==> src/rtl/addsub_seq_pkg.sv <==
// Shared definitions for the add/sub accumulator sequencer: controller state
// encoding and the datapath drive values used when no operand is issued.
package addsub_seq_pkg;

    typedef enum logic [2:0] {
        S_IDLE  = 3'd0,
        S_FIRST = 3'd1,
        S_ACCUM = 3'd2,
        S_DRAIN = 3'd3,
        S_DONE  = 3'd4
    } state_t;

    localparam logic HOLD_ADDSUB  = 1'b0;
    localparam logic SEL_LOAD     = 1'b0;
    localparam logic SEL_FEEDBACK = 1'b1;

    // Idle Sel value: feedback while a job's sum lives in Z, A path otherwise.
    function automatic logic hold_sel(input state_t s);
        logic sel;
        case (s)
            S_ACCUM, S_DRAIN: sel = SEL_FEEDBACK;
            default:          sel = SEL_LOAD;
        endcase
        return sel;
    endfunction

endpackage

==> src/rtl/addsub_seq.sv <==
// Job sequencer that streams operands into a 2-cycle registered add/sub
// datapath, tracks in-flight issues and returns the final sum and sticky carry.
module addsub_seq
    import addsub_seq_pkg::*;
#(
    parameter int N  = 16,
    parameter int LW = 8
) (
    input  logic          Clock,
    input  logic          Reset,
    input  logic          cmd_valid,
    output logic          cmd_ready,
    input  logic [LW-1:0] cmd_len,
    input  logic          cmd_sub,
    input  logic          op_valid,
    output logic          op_ready,
    input  logic [N-1:0]  op_data,
    output logic          res_valid,
    input  logic          res_ready,
    output logic [N-1:0]  res_data,
    output logic          res_ovf,
    output logic [N-1:0]  dp_A,
    output logic [N-1:0]  dp_B,
    output logic          dp_Sel,
    output logic          dp_AddSub,
    input  logic [N-1:0]  dp_Z,
    input  logic          dp_Overflow
);

    localparam logic [LW-1:0] CNT_ONE = {{(LW-1){1'b0}}, 1'b1};

    state_t        state;
    logic [LW-1:0] cnt;
    logic [1:0]    v;
    logic          sticky;
    logic          sub;
    logic          issue;

    assign cmd_ready = (state == S_IDLE) & ~Reset;
    assign op_ready  = (state == S_FIRST) | (state == S_ACCUM);
    assign res_valid = (state == S_DONE);
    assign issue     = op_valid & op_ready;

    // Datapath drive: a hold adds zero, FIRST loads via the A path, ACCUM feeds back Z.
    always_comb begin
        dp_A      = {N{1'b0}};
        dp_B      = {N{1'b0}};
        dp_Sel    = hold_sel(state);
        dp_AddSub = HOLD_ADDSUB;
        case (state)
            S_FIRST: begin
                if (issue) begin
                    dp_A   = op_data;
                    dp_Sel = SEL_LOAD;
                end else begin
                    dp_A = {N{1'b0}};
                end
            end
            S_ACCUM: begin
                if (issue) begin
                    dp_B      = op_data;
                    dp_Sel    = SEL_FEEDBACK;
                    dp_AddSub = sub;
                end else begin
                    dp_B = {N{1'b0}};
                end
            end
            default: begin
                dp_A = {N{1'b0}};
            end
        endcase
    end

    // Controller FSM, issue pipeline tracking and result capture.
    always_ff @(posedge Clock) begin
        if (Reset) begin
            state    <= S_IDLE;
            cnt      <= {LW{1'b0}};
            v        <= 2'b00;
            sticky   <= 1'b0;
            sub      <= 1'b0;
            res_data <= {N{1'b0}};
            res_ovf  <= 1'b0;
        end else begin
            v <= {v[0], issue};
            if (v[1]) begin
                sticky <= sticky | dp_Overflow;
            end
            case (state)
                S_IDLE: begin
                    if (cmd_valid) begin
                        if (cmd_len == {LW{1'b0}}) begin
                            res_data <= {N{1'b0}};
                            res_ovf  <= 1'b0;
                            state    <= S_DONE;
                        end else begin
                            sub    <= cmd_sub;
                            cnt    <= cmd_len;
                            sticky <= 1'b0;
                            state  <= S_FIRST;
                        end
                    end
                end
                S_FIRST, S_ACCUM: begin
                    if (issue) begin
                        cnt   <= cnt - CNT_ONE;
                        state <= (cnt == CNT_ONE) ? S_DRAIN : S_ACCUM;
                    end
                end
                S_DRAIN: begin
                    // The last issue has reached Z once it is two stages old with nothing behind it.
                    if (v[1] && !v[0]) begin
                        res_data <= dp_Z;
                        res_ovf  <= sticky | dp_Overflow;
                        state    <= S_DONE;
                    end
                end
                S_DONE: begin
                    if (res_ready) begin
                        state <= S_IDLE;
                    end
                end
                default: begin
                    state <= S_IDLE;
                end
            endcase
        end
    end

endmodule
==> config.mk <==
export PLATFORM = sky130hd
export DESIGN_NAME = addsub_seq
export DESIGN_NICKNAME = d
export VERILOG_FILES = /design/src/rtl/addsub_seq_pkg.sv /design/src/rtl/addsub_seq.sv
export SDC_FILE = /design/constraint.sdc
export NUM_CORES = 1
export LEC_CHECK = 0
export ABC_AREA = 1
export CAP_MARGIN = 5
export CORE_MARGIN = 2
export CORE_UTILIZATION = 25
export DETAILED_ROUTE_END_ITERATION = 12
export PLACE_DENSITY = 0.54
export SLEW_MARGIN = 20
export SYNTH_ARGS = -nofsm -noshare
export SYNTH_HDL_FRONTEND = slang
export SYNTH_SLANG_ARGS = --single-unit
==> constraint.sdc <==
create_clock -name Clock -period 2.3 [get_ports Clock]
set_input_delay 0.69 -clock Clock [delete_from_list [all_inputs] [get_ports Clock]]
set_output_delay 0.69 -clock Clock [all_outputs]
set_load 0.05 [all_outputs]
==> results of run 1 <==
## worst max-delay path: cells and delay by family (launching register included)
kind	cells	cell delay, ps
simple gates	5	440
buf+inv	5	530
flops	1	360
## metrics by stage
step / hold WS (ps) / cells / power, mW / util, %
CTS: 448 / 608 / 5.04 / 47.4
detailed placement: 424 / 587 / 4.19 / 43.5
floorplan: 410 / 382 / 3.20 / -
global route: 481 / 607 / 5.44 / 47.9
finish: 449 / 607 / 5.02 / 47.9
global placement: 428 / 587 / 4.15 / 43.5
## timing repair
item / in CTS / in global routing
buffers inserted: 11 / 0
pin swaps: 11 / 8
gates resized for setup: 45 / 16
cloned: 2 / 0
setup endpoints to repair: 32 / 32
hold endpoints to repair: 0 / 0
## power groups by stage
stage | logic (mW) | registers [mW] | clock network [mW]
after global routing | 3.87 | 0.988 | 0.584
after detailed placement | 3.24 | 0.954 | 0
after global placement | 3.20 | 0.950 | 0
after CTS | 3.52 | 0.958 | 0.568
final | 3.51 | 0.958 | 0.551
after floorplan | 1.73 | 1.48 | 0
## per-layer routing
layer  up-vias  routed length, um  GRT usage [%]
li1       1352                  -              -
met1      1134               3000           17.5
met2        66               3310           25.9
met3         7                481           5.04
met4         0                 49           2.56
met5         -                  0              0
## worst paths after layout
kind | to | cells after the start | slack, ps | startpoint
max reg2reg | res_data[2] | 10 | 680 | state[1]
min | v[1] | 2 | 450 | v[0]
min reg2reg | v[1] | 2 | 450 | v[0]
max | dp_A[9] | 10 | -20 | state[2]
## sequential cells by signal (all words and copies together) (netlist names)
signal    cells
cnt           8
res_data     16
res_ovf       1
state         3
sticky        1
sub           1
v             2
## synth_stat cells (3+ instances only)
| master | number |
|---|---|
| sky130_fd_sc_hd__nand3_1 | 33 |
| sky130_fd_sc_hd__o21ai_0 | 3 |
| sky130_fd_sc_hd__nand2_2 | 3 |
| sky130_fd_sc_hd__a21oi_1 | 4 |
| sky130_fd_sc_hd__dfxtp_1 | 32 |
| sky130_fd_sc_hd__nor2_1 | 100 |
| sky130_fd_sc_hd__inv_2 | 5 |
| sky130_fd_sc_hd__inv_1 | 69 |
| sky130_fd_sc_hd__buf_6 | 3 |
| sky130_fd_sc_hd__clkbuf_1 | 5 |
| sky130_fd_sc_hd__nand2_1 | 98 |
## final cells by class
cell class / count / area [um^2] / area share, %
flip-flops and latches: 32 / 649 / 15.8
multi-input cells: 261 / 1320 / 32.2
inverters: 76 / 298 / 7.24
repair buffers: 122 / 1600 / 38.9
clock inverters: 2 / 35.0 / 0.852
clock buffers: 6 / 72.6 / 1.76
well taps: 108 / 135 / 3.29
## kinds of logic after synthesis
kind of cell               count (synthesis)  synth area share (%)
AOI/OAI and AO/OA                         10                  3.10
xor gates and xnor gates                   1                 0.402
adders and majority gates                  2                  1.15
buffers and inverters                     89                  17.0
DFF                                       32                  29.4
and+or+nand+nor                          248                  49.0
==> run_results.csv, run 1 <==
group,metric,value,unit
pwr,peak_supply_drop,0.791,mV
sta,period_share,101,%
synthesis,postSynth.asyncResetShare,0,%
finish,layout-area-overhead-vs-synth,88.9,%
global_routing,globalRouteOverflowTotal,0,
setup_path,cp_cell_sequence,"inv_6 -> nand3_4 -> nand2_4 -> inv_6 -> nor2_4 -> buf_6 -> buf_12 -> nand2_1 -> nor2_2 -> buf_12",
place,pre_cts_slack,-338,ps
place,gp_congestion,0.748,
route,drt-total-wl,6840,um
clock_network,cts_max_path_bufs,2,
route,drt_first_pass_iters,4,
synthesis,synth.area.top_cells,"sky130_fd_sc_hd__dfxtp_1 (29%), sky130_fd_sc_hd__nor2_1 (17%), sky130_fd_sc_hd__nand2_1 (17%)",
place,detailed_place_hpwl,4950,um
synthesis,syn-instance-count,382,
clock_network,buffer_cell_driving_the_clock_tree_root,"sky130_fd_sc_hd__clkbuf_8",
finish,layout.cells.most_common_list,"sky130_fd_sc_hd__nand2_1 (85), sky130_fd_sc_hd__nor2_1 (84), sky130_fd_sc_hd__clkdlybuf4s50_1 (62), sky130_fd_sc_hd__inv_1 (52), sky130_fd_sc_hd__buf_12 (39)",
finish,antenna-diode-count,0,
sta,fin_setup_tns,-81.5,ps
synthesis,synthDominantCellAreaShare,29.4,%
sta,slew_headroom,65.3,%
clock_network,holdBufCountCts,0,
synthesis,ys.flop_type,"sky130_fd_sc_hd__dfxtp_1",
setup_path,timing.critical_path.required,1610,ps
pwr,share_clk_of_total_power,11.0,%
clock_network,clock_sink_count,32,
sta,fmaxAchievable,432,MHz
finish,final_common_cell,"sky130_fd_sc_hd__nand2_1",
floorplanning,design.die.area,9470,um^2
pwr,p_sw,2.56,mW
synthesis,yosys.area.top_type,"sky130_fd_sc_hd__dfxtp_1",
outcome,failed_checks,"negative setup slack",
pwr,intPower,2.45,mW
floorplanning,chipHeight,97.3,um
synthesis,ys_seq_area_share,29.4,%
pwr,p_per_area,1220,nW/um^2
pwr,seqPwrFrac,19.1,%
floorplanning,initial_cell_density_of_the_core,25.3,%
global_routing,global_route_wire_length_before_repair,11500,um
pwr,power.leakage,1.99,nW
route,drc_viols,0,
floorplanning,num_rows,34,
hold_path,hold_path_class,"reg -> reg",
synthesis,synth.avg_cell_area,5.70,um^2
setup_path,cpPeakStageDelay,360,ps
synthesis,yosys_warnings,0,
setup_path,critPathSlowestCell,"sky130_fd_sc_hd__dfxtp_4",
synthesis,yosys.cell_types.count,29,
place,placed_cell_area,3740,um^2
synthesis,mappedNetlistArea,2180,um^2
floorplanning,placeableCoreArea,8590,um^2
setup_path,critPathLaunchType,"flop",
finish,nets,547,
sta,least_margin_pin_slew,519,ps
floorplanning,die_x,97.3,um
sta,report.final.setup_viol,9,
finish,fillers,876,
sta,hold_viol,0,
floorplanning,design.portCount,101,
route,avgViaCountPerCell,4.22,
outcome,outcome,"finished with violations",
finish,drive_above_1_share,27.5,%
synthesis,ys_seq_elements,32,
pwr,power.share.switching,51.1,%
clock_network,clkLatencyLatePin,290,ps
setup_path,end_kind,"output port",
sta,timing.final.ws_setup,-16.5,ps
flow_run,max_cap_viol_count,0,
clock_network,htreeDepth,2,
route,routed-via-count,2559,
global_routing,first_global_vias,2448,
clock_network,cts-buffers-inserted,5,
route,route.detailed.wl_per_inst,11.3,um
clock_network,tritoncts,"yes",
clock_network,clk_transition_reported_paths,80,ps
place,place.port_buffers,100,
sta,largest_clock_skew_in_the_final_design,6.15,ps
finish,postLayoutCellArea,4110,um^2
setup_path,worst_ep_arrival_time,1630,ps
synthesis,synth_nets,431,
sta,fin_crit,2320,ps
global_routing,grt_start_max_net_pins,36,
synthesis,count_of_flip_flops_with_a_built_in_enable_after_synthesis,0,
sta,timing.final.max_slew_violations,0,
pwr,comb_power_share,69.9,%
setup_path,timing_worst_setup_path_type,"reg -> out",
global_routing,grt.total_usage,14.7,%
route,route.antenna.remaining_nets,0,
global_routing,antenna_found_initial,0,
route,detailedRoute.firstIterationViolations,58,
setup_path,timing.critical_path.fanout_max,8,
sta,rsz0062_at_grt,"yes",
No activity file was read; power rests on OpenSTA's default activity.
==> run 2: changes to the inputs <==
--- a/config.mk
+++ b/config.mk
@@ -7,6 +7,7 @@
 export LEC_CHECK = 0
 export ABC_AREA = 1
 export CAP_MARGIN = 5
+export CORE_ASPECT_RATIO = 1.5
 export CORE_MARGIN = 2
 export CORE_UTILIZATION = 25
 export DETAILED_ROUTE_END_ITERATION = 12
==> run_results.csv, run 2 (synthesis gave the netlist of run 1 again) <==
group,metric,value,unit
outcome,outcome,"finished with violations",
outcome,failed_checks,"negative setup slack",
setup_path,timing.rr.start,"state[1]",
sta,slew_headroom,65.6,%
floorplanning,design.portCount,101,
sta,hold_viol,0,
finish,layout.cells.most_common_list,"sky130_fd_sc_hd__nor2_1 (84), sky130_fd_sc_hd__nand2_1 (82), sky130_fd_sc_hd__clkdlybuf4s50_1 (62), sky130_fd_sc_hd__inv_1 (52), sky130_fd_sc_hd__buf_12 (40)",
sta,fin_crit,2350,ps
setup_path,timing.critical_path.fanout_max,8,
setup_path,timing_worst_setup_path_type,"reg -> out",
sta,timing.final.ws_setup,-50.5,ps
route,route.antenna.remaining_nets,0,
clock_network,cts_max_path_bufs,2,
finish,fillers,812,
route,highest-signal-layer,"met4",
place,placed_cell_area,3750,um^2
sta,least_margin_pin_slew,515,ps
global_routing,grt_start_max_net_pins,36,
hold_path,hold_path_class,"reg -> reg",
sta,fmaxAchievable,425,MHz
route,drt_first_pass_iters,4,
finish,antenna-diode-count,0,
pwr,totalPowerFinal,5.27,mW
setup_path,critPathSlowestCell,"sky130_fd_sc_hd__dfxtp_4",
finish,flip_flop_count_of_the_largest_register_all_copies_and_words_added,16,
route,dr_wl_met2,3920,um
setup_path,timing.critical_path.required,1610,ps
clock_network,tritoncts,"yes",
setup_path,worstRegToRegCells,11,
clock_network,clock_sink_count,32,
clock_network,buffer_cell_driving_the_clock_tree_root,"sky130_fd_sc_hd__clkbuf_16",
place,gp_congestion,0.887,
finish,postLayoutCellArea,4340,um^2
finish,max_flop_register,"res_data",
flow_run,max_cap_viol_count,0,
sta,fin_setup_tns,-465,ps
global_routing,global_route_wire_length_before_repair,11300,um
sta,period_share,102,%
sta,timing.final.max_slew_violations,0,
place,place.port_buffers,100,
place,dpl.cell_count,587,
finish,top_flop_regs,"res_data (16), cnt (8), state (3)",
floorplanning,num_rows,41,
global_routing,first_global_vias,2461,
setup_path,critPathLaunchType,"flop",
sta,largest_clock_skew_in_the_final_design,2.73,ps
finish,fin_cells,611,
clock_network,cts-buffers-inserted,5,
route,drt-total-wl,7260,um
clock_network,clk_transition_reported_paths,50,ps
floorplanning,die_x,80.2,um
setup_path,crit_path_start,"state[0]",
sta,rsz0062_at_grt,"yes",
finish,nets,553,
finish,layout-area-overhead-vs-synth,99.5,%
route,detail_route.wirelength.met1,2840,um
floorplanning,chipHeight,118,um
clock_network,clkLatencyLatePin,270,ps
route,avgViaCountPerCell,4.31,
global_routing,grt.total_usage,14.6,%
place,detailed_place_hpwl,5040,um
setup_path,worst_setup_path_end,"dp_A[0]",
global_routing,antenna_found_initial,0,
route,drc_viols,0,
setup_path,cpPeakStageDelay,360,ps
setup_path,timing.critical_path.mode_cell,"sky130_fd_sc_hd__nor2_4",
pwr,power.leakage,2.08,nW
route,wl_met3,409,um
global_routing,globalRouteOverflowTotal,0,
setup_path,cp_cell_sequence,"inv_4 -> nand3_4 -> nand2_4 -> inv_6 -> nor2_4 -> buf_6 -> buf_16 -> nand2_2 -> nor2_4 -> buf_12",
floorplanning,design.die.area,9490,um^2
floorplanning,placeableCoreArea,8410,um^2
sta,timing.hold.ws,446,ps
setup_path,worst_ep_arrival_time,1660,ps
setup_path,worst-r2r-setup-slack,580,ps
finish,final_common_cell,"sky130_fd_sc_hd__nor2_1",
pwr,peak_supply_drop,0.744,mV
route,detailedRoute.firstIterationViolations,68,
clock_network,htreeDepth,2,
route,route.detailed.wl_per_inst,11.9,um
route,routed-via-count,2634,
pwr,p_per_area,1210,nW/um^2
sta,report.final.setup_viol,16,
setup_path,end_kind,"output port",
finish,drive_above_1_share,30.6,%
floorplanning,initial_cell_density_of_the_core,25.9,%
setup_path,r2r-end,"res_data[14]",
==> run 2: cell types whose count changed in the layout (fill, tap and decap cells not counted), sizes merged <==
cell    delta
clkbuf     +1
bufinv     -1
buf        +5
==> run 2: where the power goes <==
group	switching [mW]	internal, mW
Clock	0.229	0.393
Sequential	0.152	0.807
Combinational	2.28	1.42
==> run 2: final cells by class <==
type / count / area, um^2 / area share, %
Tap cell: 107 / 134 / 3.08
Multi-Input combinational cell: 261 / 1430 / 32.9
Timing Repair Buffer: 128 / 1700 / 39.1
Inverter: 76 / 300 / 6.91
Clock inverter: 1 / 5.00 / 0.115
Clock buffer: 6 / 129 / 2.97
Sequential cell: 32 / 652 / 15.0
==> run 2: critical path, delay by kind of cell, from the launching register on <==
family,cells,cell delay (ps)
and+or+nand+nor,5,500
DFF,1,360
buffers and inverters,5,530
==> run 2: how the worst min path moves through the flow <==
| stage | end | start | cells past startpoint | slack, ps |
|---|---|---|---|---|
| after floorplan | v[1] | v[0] | 2 | 410 |
| after global routing | v[1] | v[0] | 2 | 470 |
| after detailed placement | v[1] | v[0] | 2 | 440 |
| final | v[1] | v[0] | 2 | 450 |
| after CTS | v[1] | v[0] | 2 | 450 |
| after global placement | v[1] | v[0] | 2 | 430 |
==> run 2: metrics by stage <==
step | util [%] | setup WS [ps]
floorplan | - | 40.7
global placement | 44.6 | -313
finish | 51.6 | -50.5
global route | 51.6 | -97.2
detailed placement | 44.6 | -339
CTS | 48.2 | -38.8
==> run 2: routing by layer <==
layer,global-route usage [%],vias to the layer above
met5,0,-
met3,3.28,6
met1,15.4,1189
li1,-,1368
met2,27.7,71
met4,4.13,0
==> run 2: timing repair <==
action / 4_1_cts / 5_1_grt
resized for setup: 28 / 59
hold buffers: 0 / 0
cloned: 2 / 2
pin swaps: 10 / 16
endpoints found under the setup margin: 32 / 32
setup buffers: 9 / 4
hold endpoints to repair: 0 / 0
==> run 3: changes to the inputs <==
--- a/config.mk
+++ b/config.mk
@@ -9,9 +9,10 @@
 export CAP_MARGIN = 5
 export CORE_ASPECT_RATIO = 1.5
 export CORE_MARGIN = 2
-export CORE_UTILIZATION = 25
+export CORE_UTILIZATION = 28
+export CTS_BUF_LIST = sky130_fd_sc_hd__clkbuf_4
 export DETAILED_ROUTE_END_ITERATION = 12
-export PLACE_DENSITY = 0.54
+export PLACE_DENSITY = 0.59
 export SLEW_MARGIN = 20
 export SYNTH_ARGS = -nofsm -noshare
 export SYNTH_HDL_FRONTEND = slang
==> run_results.csv, run 3 (synthesis gave the netlist of run 1 again) <==
group,metric,value,unit
sta,least_margin_pin_slew,519,ps
clock_network,cts_max_path_bufs,2,
route,route.detailed.wl_per_inst,11.5,um
setup_path,crit_path_start,"state[0]",
outcome,failed_checks,"negative setup slack",
global_routing,grt_start_max_net_pins,36,
finish,layout.area.seq,652,um^2
setup_path,critPathLaunchType,"flop",
clock_network,clkLatencyLatePin,330,ps
pwr,share_clk_of_total_power,8.4,%
global_routing,antenna_found_initial,0,
setup_path,timing.critical_path.fanout_max,8,
finish,drive_above_1_share,28.0,%
sta,report.final.setup_viol,32,
place,dpl.cell_count,581,
route,detailedRoute.firstIterationViolations,43,
finish,nets,551,
global_routing,grt.total_usage,16.2,%
route,drt-total-wl,6940,um
global_routing,global_route_wire_length_before_repair,11300,um
finish,max_flop_register,"res_data",
clock_network,holdBufCountCts,0,
floorplanning,chipHeight,112,um
sta,slew_headroom,65.3,%
hold_path,min_from,"v[0]",
sta,period_share,105,%
floorplanning,num_rows,39,
sta,hold_viol,0,
pwr,power.leakage,1.98,nW
finish,fin_cells,605,
clock_network,cts-buffers-inserted,5,
sta,timing.hold.ws,443,ps
clock_network,clk_transition_reported_paths,100,ps
hold_path,hold_path_class,"reg -> reg",
setup_path,timing.rr.start,"state[2]",
global_routing,globalRouteOverflowTotal,0,
pwr,peak_supply_drop,0.899,mV
setup_path,worst-r2r-setup-slack,660,ps
pwr,intPower,2.39,mW
route,drt_first_pass_iters,4,
finish,top_flop_regs,"res_data (16), cnt (8), state (3)",
sta,rsz0062_at_grt,"yes",
setup_path,timing.critical_path.required,1610,ps
place,gp_congestion,0.807,
place,place.port_buffers,100,
floorplanning,design.die.area,8510,um^2
pwr,seqPwrFrac,19.4,%
place,detailed_place_hpwl,4930,um
clock_network,clock_sink_count,32,
sta,timing.final.max_slew_violations,0,
route,routed-via-count,2583,
route,avgViaCountPerCell,4.27,
pwr,p_sw,2.55,mW
setup_path,timing_worst_setup_path_type,"reg -> out",
floorplanning,initial_cell_density_of_the_core,28.8,%
sta,fin_crit,2420,ps
clock_network,htreeDepth,2,
pwr,p_per_area,1200,nW/um^2
setup_path,worstRegToRegCells,9,
clock_network,buffer_cell_driving_the_clock_tree_root,"sky130_fd_sc_hd__clkbuf_4",
finish,final_common_cell,"sky130_fd_sc_hd__nand2_1",
floorplanning,placeableCoreArea,7560,um^2
flow_run,max_cap_viol_count,0,
pwr,comb_power_share,72.2,%
sta,fmaxAchievable,413,MHz
pwr,power.share.switching,51.6,%
finish,fillers,707,
setup_path,worst_ep_arrival_time,1730,ps
route,route.antenna.remaining_nets,0,
setup_path,end_kind,"output port",
hold_path,whs_path_depth,2,
hold_path,hold_end,"v[1]",
floorplanning,die_x,76.0,um
finish,flip_flop_count_of_the_largest_register_all_copies_and_words_added,16,
finish,multiInputGateArea,1320,um^2
sta,largest_clock_skew_in_the_final_design,4.48,ps
outcome,outcome,"finished with violations",
route,drc_viols,0,
finish,layout.cells.most_common_list,"sky130_fd_sc_hd__nand2_1 (87), sky130_fd_sc_hd__nor2_1 (84), sky130_fd_sc_hd__clkdlybuf4s50_1 (62), sky130_fd_sc_hd__inv_1 (51), sky130_fd_sc_hd__buf_12 (40)",
finish,layout-area-overhead-vs-synth,89.4,%
sta,timing.final.ws_setup,-118,ps
clock_network,tritoncts,"yes",
global_routing,first_global_vias,2513,
finish,antenna-diode-count,0,
setup_path,r2r-end,"state[0]",
floorplanning,design.portCount,101,
-- run 3: routing by layer --
metal | vias up | track usage, % | wire length, um
met5 | - | 0 | 0
met3 | 12 | 3.40 | 440
met4 | 0 | 8.00 | 190
li1 | 1362 | - | -
met2 | 98 | 29.7 | 3580
met1 | 1111 | 17.4 | 2730
-- run 3: cell type report --
type	instances	area share (%)
Inverter	76	7.41
Timing Repair Buffer	126	39.9
Sequential cell	32	15.8
Clock inverter	3	0.910
Multi-Input combinational cell	261	32.0
Tap cell	102	3.10
Clock buffer	5	0.910
-- run 3: metrics by stage --
step           utilization (%)  TNS, ps  setup slack, ps  cell area (um^2)  power, mW
3_3_place_gp              49.2    -9080             -312              3720       4.13
3_5_place_dp              49.2   -10200             -357              3720       4.18
4_1_cts                   53.4    -3800             -195              4040       4.91
5_1_grt                   54.5    -4580             -221              4120       5.36
6_report                  54.5    -1680             -118              4120       4.95
2_1_floorplan                -        0             40.7              2220       3.20
-- run 3: worst max-delay path by stage --
stage	cells after the start	to	slack [ps]
finish	10	dp_A[15]	-120
global route	10	dp_A[15]	-220
CTS	11	dp_A[15]	-190
detailed placement	7	dp_A[10]	-360
global placement	7	dp_A[5]	-310
floorplan	7	dp_A[10]	40
-- run 3: critical path, stage by stage, from the launching register on --
cell and delay [ps]:
sky130_fd_sc_hd__dfxtp_4 380, sky130_fd_sc_hd__inv_4 70, sky130_fd_sc_hd__nand3_4 80, sky130_fd_sc_hd__nand2_4 90, sky130_fd_sc_hd__inv_8 30, sky130_fd_sc_hd__nor2_4 100, sky130_fd_sc_hd__buf_6 130, sky130_fd_sc_hd__buf_12 120
sky130_fd_sc_hd__nand2_1 70, sky130_fd_sc_hd__nor2_2 160, sky130_fd_sc_hd__buf_12 160
-- run 3: timing repair --
action,CTS,global route
gates resized for setup,45,21
buffers inserted,12,3
hold endpoints to repair,0,0
pin swaps,9,10
endpoints found under the setup margin,32,32
gates cloned,2,1
-- run 3: power groups by stage --
| stage | Combinational, mW | Clock, mW | Sequential, mW |
|---|---|---|---|
| 6_report | 3.57 | 0.414 | 0.959 |
| 5_1_grt | 3.92 | 0.453 | 0.989 |
| 4_1_cts | 3.52 | 0.434 | 0.955 |
| 3_5_place_dp | 3.22 | 0 | 0.956 |
| 3_3_place_gp | 3.19 | 0 | 0.947 |
| 2_1_floorplan | 1.73 | 0 | 1.48 |
